--- src/rtl/pll_cfg_seq.sv ---
// PLL apply sequencer: bypass -> load settings -> settle -> release; done two cycles after RELEASE is entered.
// Latency start->done is SETTLE_CYCLES+4; stop aborts to bypass/PLL-off. PLL_LOCK_CHECK_EN adds a timed lock wait.
module pll_cfg_seq #(
  parameter logic [15:0] SETTLE_CYCLES = 16'd64,
  parameter logic [15:0] LOCK_TIMEOUT  = 16'd1024
) (
  input  logic        clock,
  input  logic        reset,
  input  logic        start,
  input  logic        stop,
  input  logic [25:0] cfg_trim,
  input  logic [4:0]  cfg_div,
  input  logic [5:0]  cfg_sel,
  input  logic        cfg_bypass,
  input  logic        pll_lock,
  output logic        pll_ena,
  output logic        pll_dco_ena,
  output logic        pll_bypass,
  output logic [25:0] pll_trim,
  output logic [4:0]  pll_div,
  output logic [5:0]  pll_sel,
  output logic        busy,
  output logic        done,
  output logic        err
);

`ifdef PLL_LOCK_CHECK_EN
  typedef enum logic [2:0] {IDLE, BYPASS, LOAD, SETTLE, RELEASE, LOCKWAIT} state_t;
`else
  typedef enum logic [2:0] {IDLE, BYPASS, LOAD, SETTLE, RELEASE} state_t;
  logic unused_lock;
  assign unused_lock = pll_lock | (LOCK_TIMEOUT == 16'd0);
`endif

  state_t      state, state_nxt;
  logic [15:0] cnt, cnt_nxt;
  logic [25:0] sh_trim, sh_trim_nxt, trim_nxt;
  logic [4:0]  sh_div, sh_div_nxt, div_nxt;
  logic [5:0]  sh_sel, sh_sel_nxt, sel_nxt;
  logic        sh_byp, sh_byp_nxt;
  logic        ena_nxt, dco_nxt, byp_nxt, busy_nxt, done_nxt, err_nxt;
  // fin marks sequence completion; done follows it by one cycle
  logic        fin, fin_nxt;

  always_comb begin
    state_nxt   = state;
    cnt_nxt     = cnt;
    sh_trim_nxt = sh_trim;
    sh_div_nxt  = sh_div;
    sh_sel_nxt  = sh_sel;
    sh_byp_nxt  = sh_byp;
    trim_nxt    = pll_trim;
    div_nxt     = pll_div;
    sel_nxt     = pll_sel;
    ena_nxt     = pll_ena;
    dco_nxt     = pll_dco_ena;
    byp_nxt     = pll_bypass;
    busy_nxt    = busy;
    err_nxt     = err;
    fin_nxt     = 1'b0;
    done_nxt    = fin;
    if (stop) begin
      state_nxt = IDLE;
      byp_nxt   = 1'b1;
      ena_nxt   = 1'b0;
      dco_nxt   = 1'b0;
      busy_nxt  = 1'b0;
      done_nxt  = 1'b0;
    end else begin
      case (state)
        IDLE: if (start) begin
          state_nxt   = BYPASS;
          busy_nxt    = 1'b1;
          err_nxt     = 1'b0;
          sh_trim_nxt = cfg_trim;
          sh_div_nxt  = cfg_div;
          sh_sel_nxt  = cfg_sel;
          sh_byp_nxt  = cfg_bypass;
        end
        BYPASS: begin
          byp_nxt   = 1'b1;
          state_nxt = LOAD;
        end
        LOAD: begin
          trim_nxt  = sh_trim;
          div_nxt   = sh_div;
          sel_nxt   = sh_sel;
          ena_nxt   = 1'b1;
          dco_nxt   = 1'b1;
          cnt_nxt   = SETTLE_CYCLES - 16'd1;
          state_nxt = SETTLE;
        end
        SETTLE: if (cnt == 16'd0) begin
`ifdef PLL_LOCK_CHECK_EN
          cnt_nxt   = LOCK_TIMEOUT - 16'd1;
          state_nxt = LOCKWAIT;
`else
          state_nxt = RELEASE;
`endif
        end else begin
          cnt_nxt = cnt - 16'd1;
        end
        RELEASE: begin
          byp_nxt   = sh_byp;
          busy_nxt  = 1'b0;
          fin_nxt   = 1'b1;
          state_nxt = IDLE;
        end
`ifdef PLL_LOCK_CHECK_EN
        // timeout leaves the core on the external clock with the PLL off
        LOCKWAIT: if (pll_lock) begin
          state_nxt = RELEASE;
        end else if (cnt == 16'd0) begin
          err_nxt   = 1'b1;
          byp_nxt   = 1'b1;
          ena_nxt   = 1'b0;
          busy_nxt  = 1'b0;
          fin_nxt   = 1'b1;
          state_nxt = IDLE;
        end else begin
          cnt_nxt = cnt - 16'd1;
        end
`endif
        default: state_nxt = IDLE;
      endcase
    end
  end

  always_ff @(posedge clock or posedge reset) begin
    if (reset) begin
      state       <= IDLE;
      cnt         <= 16'd0;
      sh_trim     <= 26'd0;
      sh_div      <= 5'd0;
      sh_sel      <= 6'd0;
      sh_byp      <= 1'b1;
      pll_trim    <= 26'h3ffefff;
      pll_div     <= 5'h12;
      pll_sel     <= 6'h04;
      pll_ena     <= 1'b0;
      pll_dco_ena <= 1'b1;
      pll_bypass  <= 1'b1;
      busy        <= 1'b0;
      done        <= 1'b0;
      err         <= 1'b0;
      fin         <= 1'b0;
    end else begin
      state       <= state_nxt;
      cnt         <= cnt_nxt;
      sh_trim     <= sh_trim_nxt;
      sh_div      <= sh_div_nxt;
      sh_sel      <= sh_sel_nxt;
      sh_byp      <= sh_byp_nxt;
      pll_trim    <= trim_nxt;
      pll_div     <= div_nxt;
      pll_sel     <= sel_nxt;
      pll_ena     <= ena_nxt;
      pll_dco_ena <= dco_nxt;
      pll_bypass  <= byp_nxt;
      busy        <= busy_nxt;
      done        <= done_nxt;
      err         <= err_nxt;
      fin         <= fin_nxt;
    end
  end

endmodule

--- config.mk ---
export PLATFORM = sky130hd
export DESIGN_NAME = pll_cfg_seq
export DESIGN_NICKNAME = d
export VERILOG_FILES = /design/src/rtl/pll_cfg_seq.sv
export SDC_FILE = /design/constraint.sdc
export NUM_CORES = 1
export LEC_CHECK = 0
export ABC_AREA = 1
export CAP_MARGIN = 5
export CORE_MARGIN = 5
export CORE_UTILIZATION = 55
export DETAILED_ROUTE_END_ITERATION = 10
export PLACE_DENSITY = 0.85
export RECOVER_POWER = 50
export SLEW_MARGIN = 5
export SYNTH_ARGS = -nofsm -noshare
export SYNTH_HDL_FRONTEND = slang
export SYNTH_SLANG_ARGS = --single-unit
--- constraint.sdc ---
create_clock -name clock -period 6.06 [get_ports clock]
set_input_delay 1.212 -clock clock [delete_from_list [all_inputs] [get_ports clock]]
set_output_delay 1.212 -clock clock [all_outputs]
set_load 0.03 [all_outputs]
---- Word-level counts from Yosys, hierarchy flattened ----
Cells that the tools add are included.
word-level totals
  input port bits ......................... 43
  word-level logic and storage cells ...... 51
  register bits after elaboration ......... 100
  output and inout bits ................... 43
operators by class
  reduce and logical (&&, ||, !) cells .... 11
  bitwise gates (word level) .............. 1
  $add $sub $neg .......................... 1
  equal/unequal tests ..................... 7
  multiplexer cells ....................... 16
operators with widths
  operator                                              number
  case mux 16 bit (2 select lines)                      1
  logical NOT 16 bit                                    1
  two-way mux 16 bit                                    1
  subtractor 16 x 1 -> 16 bit (second input constant)   1
  case mux 3 bit (4 select lines)                       1
  two-way mux 3 bit                                     3
  two-way mux 1 bit                                     8
  equality test 3 x 2 -> 1 bit (second input constant)  2
  != test 3 bit (second input constant)                 2
  AND reduction 2 bit                                   3
  AND reduction 3 bit                                   2
  nonzero test 3 bit                                    2
  case mux 1 bit (2 select lines)                       2
  nonzero test 2 bit                                    2
  equality test 3 x 1 -> 1 bit (second input constant)  1
  equality test 3 bit (second input constant)           1
  logical NOT 3 bit                                     1
  != test 2 bit (second input constant)                 1
  NOT 1 bit                                             1

---- Logic depth before layout (Yosys ltp) ----
Gate-level depths: netlist of the first run.
  depth in word-level cells ............... 4
  depth in mapped cells ................... 9
  depth with buffers taken out ............ 9

---- Worst setup path before layout of the first run ----
OpenSTA, ideal clock, no wires.
  kind .................................... input to register
  from .................................... input port stop
  to ...................................... register cnt[1]
  required time ........................... 5.934 ns
  data arrival time ....................... 1.933 ns
  setup time .............................. 0.126 ns
  stages on the path ...................... 6
  slack ................................... 4.001 ns
  buffers on the path ..................... 2
  path through ............................ buf_2 > nor3_1 > nand2_2 > buf_4 > nand2_1 > o21ai_0
on the way
  cells in the longest elaborated chain, start to end .. 2
ends and longest elaborated chain
  item                           line  text
  start: declaration             10    input logic stop,
  NOT 1 bit (no line)            --
  AND reduction 3 bit (no line)  --
  end signal: assignment         149   cnt <= cnt_nxt;
  end: declaration               36    logic [15:0] cnt, cnt_nxt;
No other way between the ends.
A chain may end at the register's enable or synchronous reset.

==> results of run 1 <==
## Yosys cell counts, types with 5 or more instances
| cell | n |
|---|---|
| nand2_1 | 91 |
| dfrtp_1 | 69 |
| inv_1 | 65 |
| nor2_1 | 64 |
| o21ai_0 | 47 |
| a21oi_1 | 37 |
| dfstp_2 | 31 |
| nand3_1 | 22 |
| o21ai_1 | 8 |
| clkbuf_1 | 7 |
| buf_2 | 5 |
| buf_4 | 5 |
| buf_6 | 5 |
## power groups by stage
stage / clock network [mW] / logic, mW / registers, mW
3_5_place_dp: 0 / 1.08 / 1.15
6_report: 0.448 / 1.06 / 1.14
4_1_cts: 0.462 / 1.09 / 1.15
3_3_place_gp: 0 / 1.04 / 1.14
5_1_grt: 0.491 / 1.17 / 1.18
2_1_floorplan: 0 / 0.440 / 1.40
## routing by layer
metal / track usage / vias to the layer above / share of wire
met3: 0.0336 / 12 / 0.046
met1: 0.244 / 1561 / 0.44
met5: 0 / - / 0
met4: 0.0714 / 0 / 0.017
li1: - / 1652 / -
met2: 0.324 / 75 / 0.50
## placed cells by master, fill, tap and decap left out, types with 10 or more instances in the layout
cell / count
dfstp_2: 31
nor2_1: 65
o21ai_0: 50
clkbuf_8: 10
nand3_1: 23
dfrtp_1: 69
clkdlybuf4s50_1: 75
a21oi_1: 37
nand2_1: 92
inv_1: 64
## registers in the layout, indices dropped and copies added (netlist names), 3 cells and up
name / cells
sh_trim: 26
cnt: 16
pll_div: 5
state: 3
sh_sel: 6
pll_sel: 6
sh_div: 5
pll_trim: 26
## path summary, 6_finish.rpt
path	endpoint	from	slack, ns	depth (start not counted)
max in group clock	pll_sel[4]	stop	3.04	5
setup reg to reg	cnt[5]	state[2]	3.90	6
hold / removal	done	fin	0.47	2
hold reg to reg	done	fin	0.47	2
min in group asynchronous	done	reset	1.78	2
setup / recovery	cnt[8]	reset	2.24	3
## through the flow
step,util,instances,hold WS (ns),total power [mW],cell area (µm²)
3_5_place_dp,0.671,647,0.450,2.24,5130
6_report,0.696,663,0.465,2.66,5330
5_1_grt,0.696,663,0.500,2.84,5330
4_1_cts,0.700,663,0.469,2.70,5350
3_3_place_gp,0.671,647,0.442,2.18,5130
2_1_floorplan,-,481,0.434,1.84,4290
## worst max-delay path, stage by stage
cell and delay, ns:
dlygate4sd3_1 0.55, clkinvlp_2 1.09, clkbuf_2 1.16
## logic make-up after synthesis
logic type / Yosys count
xor gates and xnor gates: 3
adders and majority gates: 1
buffers and inverters: 87
AOI/OAI and AO/OA: 97
other: 1
and+or+nand+nor: 191
DFF: 100
muxes: 1
## cell type report
type / instances / area, µm²
clock buffers: 10 / 138
clock inverters: 6 / 77.6
fillers: 553 / 2320
inverters: 65 / 245
multi-input cells: 294 / 1350
flip-flops and latches: 100 / 2540
well taps: 102 / 128
repair buffers: 86 / 851
==> flow_summary_export.csv, run 1 <==
group,metric,value,unit
run_status,status,"complete, but fails checks",
run_status,violations,"max-capacitance violations, max-slew violations",
routing,wl,8.77,mm
layout,syn_to_final_growth,24.1,%
critical_path,path_max_fanout,56,
synthesis,ys_ff_latch,100,
timing,fin_crit_sh,0.630,
floorplan,coreArea,0.00765,mm²
synthesis,synthSimpleGateAreaFrac,0.188,
critical_path,path_class,"input port to async pin",
cts,clkLatencyLatePin,0.37,ns
power,sequentialPowerShare,0.430,
synthesis,ys.warnings.count,0,
routing,wire_per_inst,13.2,µm
cts,cts_max_level,3,
power,p_leak,2.51,nW
timing,slew_headroom,-0.270,
global_routing,overflow,0,
cts,holdBufCountCts,0,
synthesis,syn_nets,525,
synthesis,async_flop_share,1.00,
place,io_buffers,83,
synthesis,synth_compound_area_frac,0.116,
run,drv_cap,1,
cts,cts_setup_buffers,0,
timing,final-setup-viol-count,0,
routing,viasPerCell,4.98,
synthesis,yosysTopAreaCell,"dfrtp_1",
floorplan,die-area,0.00967,mm²
power,swShare,0.388,
routing,drc,0,
cts,cts_resized,0,
timing,hold_viol,0,
synthesis,synth_top_family_by_area,"simple AND/OR/NAND/NOR gates",
global_routing,grt_max_degree,75,
cts,root_buffer,"clkbuf_8",
critical_path,required,6.31,ns
routing,drt_iter0_drc,146,
place,preCtsSetupSlack,2.95,ns
routing,drtAntennaViolNets,0,
power,cellPowerDensity,499,mW/mm²
synthesis,synth-xor-area-share,0.00612,
synthesis,synth_mux_area_frac,0.00262,
power,irDropWorstVdd,0.000289,V
floorplan,start_util,0.561,
synthesis,synth_top_area_share,0.402,
critical_path,cp-start-kind,"input port",
cts,cts.path.max_buffers,2,
routing,drt-pass1-iter-count,4,
timing,fin_ws,2.24,ns
global_routing,grt.total_usage,0.190,
hold_path,worstHoldPathType,"flip-flop to flip-flop",
place,dp_hpwl,6.03,mm
cts,tritoncts,"yes",
global_routing,grt_pass1_wl,15.0,mm
power,p_switching,1.03,mW
critical_path,crit_path_end_kind,"async pin",
cts,path_clk_slew,0.09,ns
layout,num_antenna_cells,0,
synthesis,synth-edff-count,0,
timing,tightest_slew,1.90,ns
layout,fin_nets,600,
floorplan,die_h,98.3,µm
global_routing,grt_pass1_vias,3275,
synthesis,ys_seq_area_frac,0.592,
cts,clock-sinks,100,
synthesis,ys_types,29,
global_routing,antenna_found_initial,0,
cts,numCtsBuffers,9,
place,gp_congestion,0.858,
timing,fmax,262,MHz
timing,tns,0,ns
power,p_int,1.63,mW
floorplan,ioPinCount,86,
synthesis,synth_area,0.00429,mm²
floorplan,rows,32,
timing,finalCriticalPeriod,3.82,ns
synthesis,synth_fa_ha_area_frac,0.00292,
timing,slew_viol_final,46,
power,pwr-share-clk,0.169,
routing,via_count,3300,
critical_path,cp.arrival,4.07,ns
timing,rsz0062_at_grt,"no",
floorplan,fp.dieW,98.3,µm
synthesis,syn_inst,481,
synthesis,synthTopCellsByArea,"dfrtp_1 (40%), dfstp_2 (19%), nand2_1 (8.0%)",
synthesis,postSynthAreaPerCell,8.92,µm²
timing,finClkSkew,0.0114,ns
layout,layout-drive-gt1-share,0.103,
power,combPwrFrac,0.401,
synthesis,synth-main-ff-cell,"dfrtp_1",
Power figures use the tool's default switching activity.
==> inputs of run 2 (changes only) <==
Settings changed: CORE_UTILIZATION 55 to 46, PLACE_DENSITY 0.85 to 0.75.
Clock period 6.06 ns to 3.3 ns, I/O delays scaled along.
==> flow_summary_export.csv, run 2 (synthesis results as in run 1) <==
group,metric,value,unit
place,dp_hpwl,5.82,mm
layout,layout-drive-gt1-share,0.103,
routing,via_count,3221,
floorplan,fp.dieW,107,µm
timing,rsz0062_at_grt,"no",
routing,wl,8.41,mm
critical_path,cp-start-kind,"input port",
place,preCtsSetupSlack,0.840,ns
timing,fmax,415,MHz
critical_path,path_max_fanout,65,
routing,drtAntennaViolNets,0,
floorplan,start_util,0.469,
critical_path,r2r_slack,1.11,ns
cts,tritoncts,"yes",
critical_path,startpoint,"stop",
layout,final_common_cell,"nand2_1",
timing,final-setup-viol-count,0,
floorplan,rows,35,
timing,fin_crit_sh,0.730,
cts,clock-sinks,100,
routing,drc,0,
power,power,4.73,mW
power,irDropWorstVdd,0.000463,V
routing,drt_iter0_drc,176,
global_routing,grt_pass1_wl,14.7,mm
cts,cts.path.max_buffers,2,
cts,root_buffer,"clkbuf_8",
global_routing,antenna_found_initial,0,
cts,clkLatencyLatePin,0.36,ns
timing,finClkSkew,0.0113,ns
place,placed_cells,656,
hold_path,worstHoldPathType,"flip-flop to flip-flop",
cts,numCtsBuffers,9,
floorplan,die_h,107,µm
critical_path,reg2reg_depth,6,
global_routing,grt_max_degree,78,
power,p_leak,2.50,nW
global_routing,overflow,0,
cts,cts_max_level,3,
run,drv_cap,1,
global_routing,grt_pass1_vias,3150,
floorplan,ioPinCount,86,
critical_path,required,3.54,ns
cts,path_clk_slew,0.10,ns
routing,wire_per_inst,12.5,µm
global_routing,grt.total_usage,0.158,
routing,drt-pass1-iter-count,4,
timing,slew_viol_final,41,
layout,reg.largest.list,"pll_trim (26), sh_trim (26), cnt (16)",
critical_path,regToRegEndpoint,"cnt[2]",
floorplan,die-area,0.0114,mm²
critical_path,crit_end,"sh_sel[0]",
critical_path,crit_path_end_kind,"flip-flop",
timing,finalCriticalPeriod,2.41,ns
timing,tightest_slew,1.75,ns
timing,tns,0,ns
critical_path,r2r_start,"state[2]",
timing,hold_viol,0,
layout,most-common-layout-cells,"nand2_1 (92), clkdlybuf4s50_1 (73), dfrtp_1 (69)",
critical_path,path_class,"input port to flip-flop",
cts,cts_setup_buffers,0,
layout,fillCellCount,812,
critical_path,cp.arrival,2.65,ns
layout,finalNonFillerCells,672,
run_status,violations,"max-capacitance violations, max-slew violations",
layout,num_antenna_cells,0,
layout,fin_nets,600,
timing,slew_headroom,-0.172,
routing,viasPerCell,4.79,
timing,fin_ws,0.890,ns
run_status,status,"complete, but fails checks",
hold_path,min_path_cells,2,
cts,holdBufCountCts,0,
timing,hold_ws,0.468,ns
cts,cts_resized,0,
place,gp_congestion,0.795,
floorplan,coreArea,0.00915,mm²
power,cellPowerDensity,887,mW/mm²
layout,syn_to_final_growth,24.2,%
place,io_buffers,83,
[run 2: worst min path at each step]
| stage | start | to | slack [ns] |
|---|---|---|---|
| final | fin | done | 0.47 |
| after global routing | fin | done | 0.50 |
| after CTS | fin | done | 0.47 |
| after detailed placement | fin | done | 0.46 |
| after global placement | fin | done | 0.44 |
| after floorplan | fin | done | 0.43 |
[run 2: cell type report]
type,instances,area (µm²),share of cell area
clock buffer,10,128,0.0239
clock inverter,6,48.8,0.00915
inverter,65,245,0.0460
multi-input combinational,294,1350,0.253
sequential,100,2540,0.477
tap,111,139,0.0261
timing repair buffer,86,878,0.165
[run 2: per-stage QoR]
stage	cell area, µm²	utilization
finish	5330	0.583
global route	5330	0.583
CTS	5350	0.584
detailed placement	5170	0.565
global placement	5170	0.565
floorplan	4290	-
[run 2: power by group]
| group | switching [mW] | internal, mW |
|---|---|---|
| registers | 0.242 | 1.86 |
| logic | 1.18 | 0.745 |
| clock network | 0.422 | 0.281 |
| total | 1.85 | 2.88 |
[run 2: critical path, cell delays in order]
cell and delay, ns:
dlygate4sd3_1 0.68, nor2_1 0.29, nand3_1 0.44, buf_12 0.35, nor2_1 0.14, a21oi_1 0.06
[run 2: layer usage]
layer / vias up / global-route usage / part of all wire
met4: 0 / 0.0603 / 0.016
met5: - / 0 / 0
li1: 1650 / - / -
met3: 9 / 0.0277 / 0.038
met1: 1499 / 0.205 / 0.45
met2: 63 / 0.265 / 0.50
==> inputs of run 3 (changes only) <==
Settings changed: CORE_UTILIZATION 46 to 51, PLACE_DENSITY 0.75 to 0.79.
Clock period 3.3 ns to 2.5 ns, I/O delays scaled along.
==> flow_summary_export.csv, run 3 (synthesis results as in run 1) <==
group,metric,value,unit
hold_path,worstHoldPathType,"flip-flop to flip-flop",
cts,cts_resized,0,
floorplan,die_h,102,µm
power,irDropWorstVdd,0.000681,V
cts,cts_setup_buffers,0,
cts,root_buffer,"clkbuf_8",
power,power,6.47,mW
timing,fin_crit_sh,0.839,
critical_path,worstPathCellList,"clkdlybuf4s50_1",
cts,holdBufCountCts,0,
critical_path,cp-start-kind,"flip-flop",
layout,final_common_cell,"nand2_1",
critical_path,critPathMaxStageDelay,0.68,ns
critical_path,path_class,"flip-flop to output pin",
critical_path,startpoint,"pll_trim[1]",
timing,slew_headroom,0.283,
layout,layout-drive-gt1-share,0.113,
place,io_buffers,83,
timing,final-setup-viol-count,0,
layout,reg.largest.list,"pll_trim (26), sh_trim (26), cnt (16)",
floorplan,fp.dieW,102,µm
global_routing,grt_max_degree,59,
cts,clock-sinks,100,
critical_path,cp_slowest_cell,"clkdlybuf4s50_1",
global_routing,grt.total_usage,0.182,
hold_path,hold_path_startpoint,"fin",
timing,finalCriticalPeriod,2.10,ns
cts,cts_max_level,3,
layout,fin_nets,606,
run_status,status,"finished clean",
power,cellPowerDensity,1200,mW/mm²
run,drv_cap,0,
critical_path,r2r_start,"cnt[0]",
cts,path_clk_slew,0.10,ns
global_routing,overflow,0,
critical_path,crit_buf_inv,1,
timing,hold_viol,0,
routing,drt_iter0_drc,170,
layout,most-common-layout-cells,"nand2_1 (91), clkdlybuf4s50_1 (81), dfrtp_1 (69)",
critical_path,path_max_fanout,2,
routing,via_count,3371,
floorplan,ioPinCount,86,
floorplan,start_util,0.522,
cts,numCtsBuffers,9,
floorplan,die-area,0.0103,mm²
global_routing,grt_pass1_vias,3378,
timing,fmax,477,MHz
timing,rsz0062_at_grt,"no",
power,p_leak,2.53,nW
routing,drtAntennaViolNets,0,
critical_path,cp.arrival,1.60,ns
timing,finClkSkew,0.0100,ns
routing,wl,8.78,mm
layout,syn_to_final_growth,25.4,%
timing,tightest_slew,1.07,ns
critical_path,crit_path_end_kind,"output pin",
routing,drc,0,
cts,cts.path.max_buffers,2,
cts,tritoncts,"yes",
cts,clkLatencyLatePin,0.36,ns
timing,slew_viol_final,0,
critical_path,required,2.00,ns
floorplan,coreArea,0.00822,mm²
layout,num_antenna_cells,0,
timing,tns,0,ns
place,gp_congestion,0.865,
global_routing,antenna_found_initial,0,
routing,wire_per_inst,13.1,µm
routing,viasPerCell,5.02,
routing,drt-pass1-iter-count,4,
floorplan,rows,33,
global_routing,grt_pass1_wl,15.0,mm
critical_path,critPathTopFamily,"buffers and inverters",
place,dp_hpwl,6.35,mm
-- run 3: changes by cell type in the layout (fill, tap and decap cells not counted), sizes merged --
| cell | before | now |
|---|---|---|
| buf | 3 | 4 |
| bufinv | 0 | 1 |
| clkbuf | 10 | 16 |
| clkdlybuf4s50 | 73 | 81 |
| clkinvlp | 4 | 2 |
| dlygate4sd3 | 10 | 2 |
-- run 3: power by group --
group | switching (mW) | leakage [nW] | total (mW) | internal (mW)
logic | 1.60 | 1.28 | 2.61 | 1.01
registers | 0.324 | 1.14 | 2.78 | 2.45
clock network | 0.561 | 0.108 | 1.09 | 0.530
total | 2.48 | 2.53 | 6.47 | 3.99
-- run 3: final timing paths --
check	slack [ns]	cells after the start	endpoint
setup / recovery	0.40	1	pll_trim[1]
hold / removal	0.47	2	done
setup reg to reg	0.62	9	cnt[2]
hold reg to reg	0.47	2	done
max in group asynchronous	0.59	3	fin
min in group asynchronous	0.80	2	cnt[4]
-- run 3: cell type report --
type	instances	area (µm²)
flip-flops and latches	100	2540
clock buffers	11	151
multi-input cells	294	1350
fillers	682	2830
inverters	65	245
clock inverters	5	66.3
well taps	105	131
repair buffers	92	893
-- run 3: routing by layer --
| layer | global-route usage | vias up | wire length, µm |
|---|---|---|---|
| met5 | 0 | - | 0 |
| met4 | 0.0920 | 0 | 265 |
| met3 | 0.0337 | 18 | 408 |
| met2 | 0.296 | 76 | 4420 |
| met1 | 0.235 | 1614 | 3690 |
| li1 | - | 1663 | - |
-- run 3: worst min-delay path, cell delays in order (launching register included) --
cell and delay (ns):
dfrtp_1 0.33, inv_1 0.03, nor2_1 0.07
-- run 3: through the flow --
stage,hold slack (ns),util,setup slack (ns),instances,cell area [µm²]
after floorplan,0.434,-,0.836,481,4300
after global placement,0.444,0.639,0.374,656,5250
after detailed placement,0.452,0.639,0.298,656,5250
after CTS,0.472,0.665,0.379,672,5470
after global routing,0.484,0.655,0.297,672,5380
final,0.467,0.655,0.403,672,5380
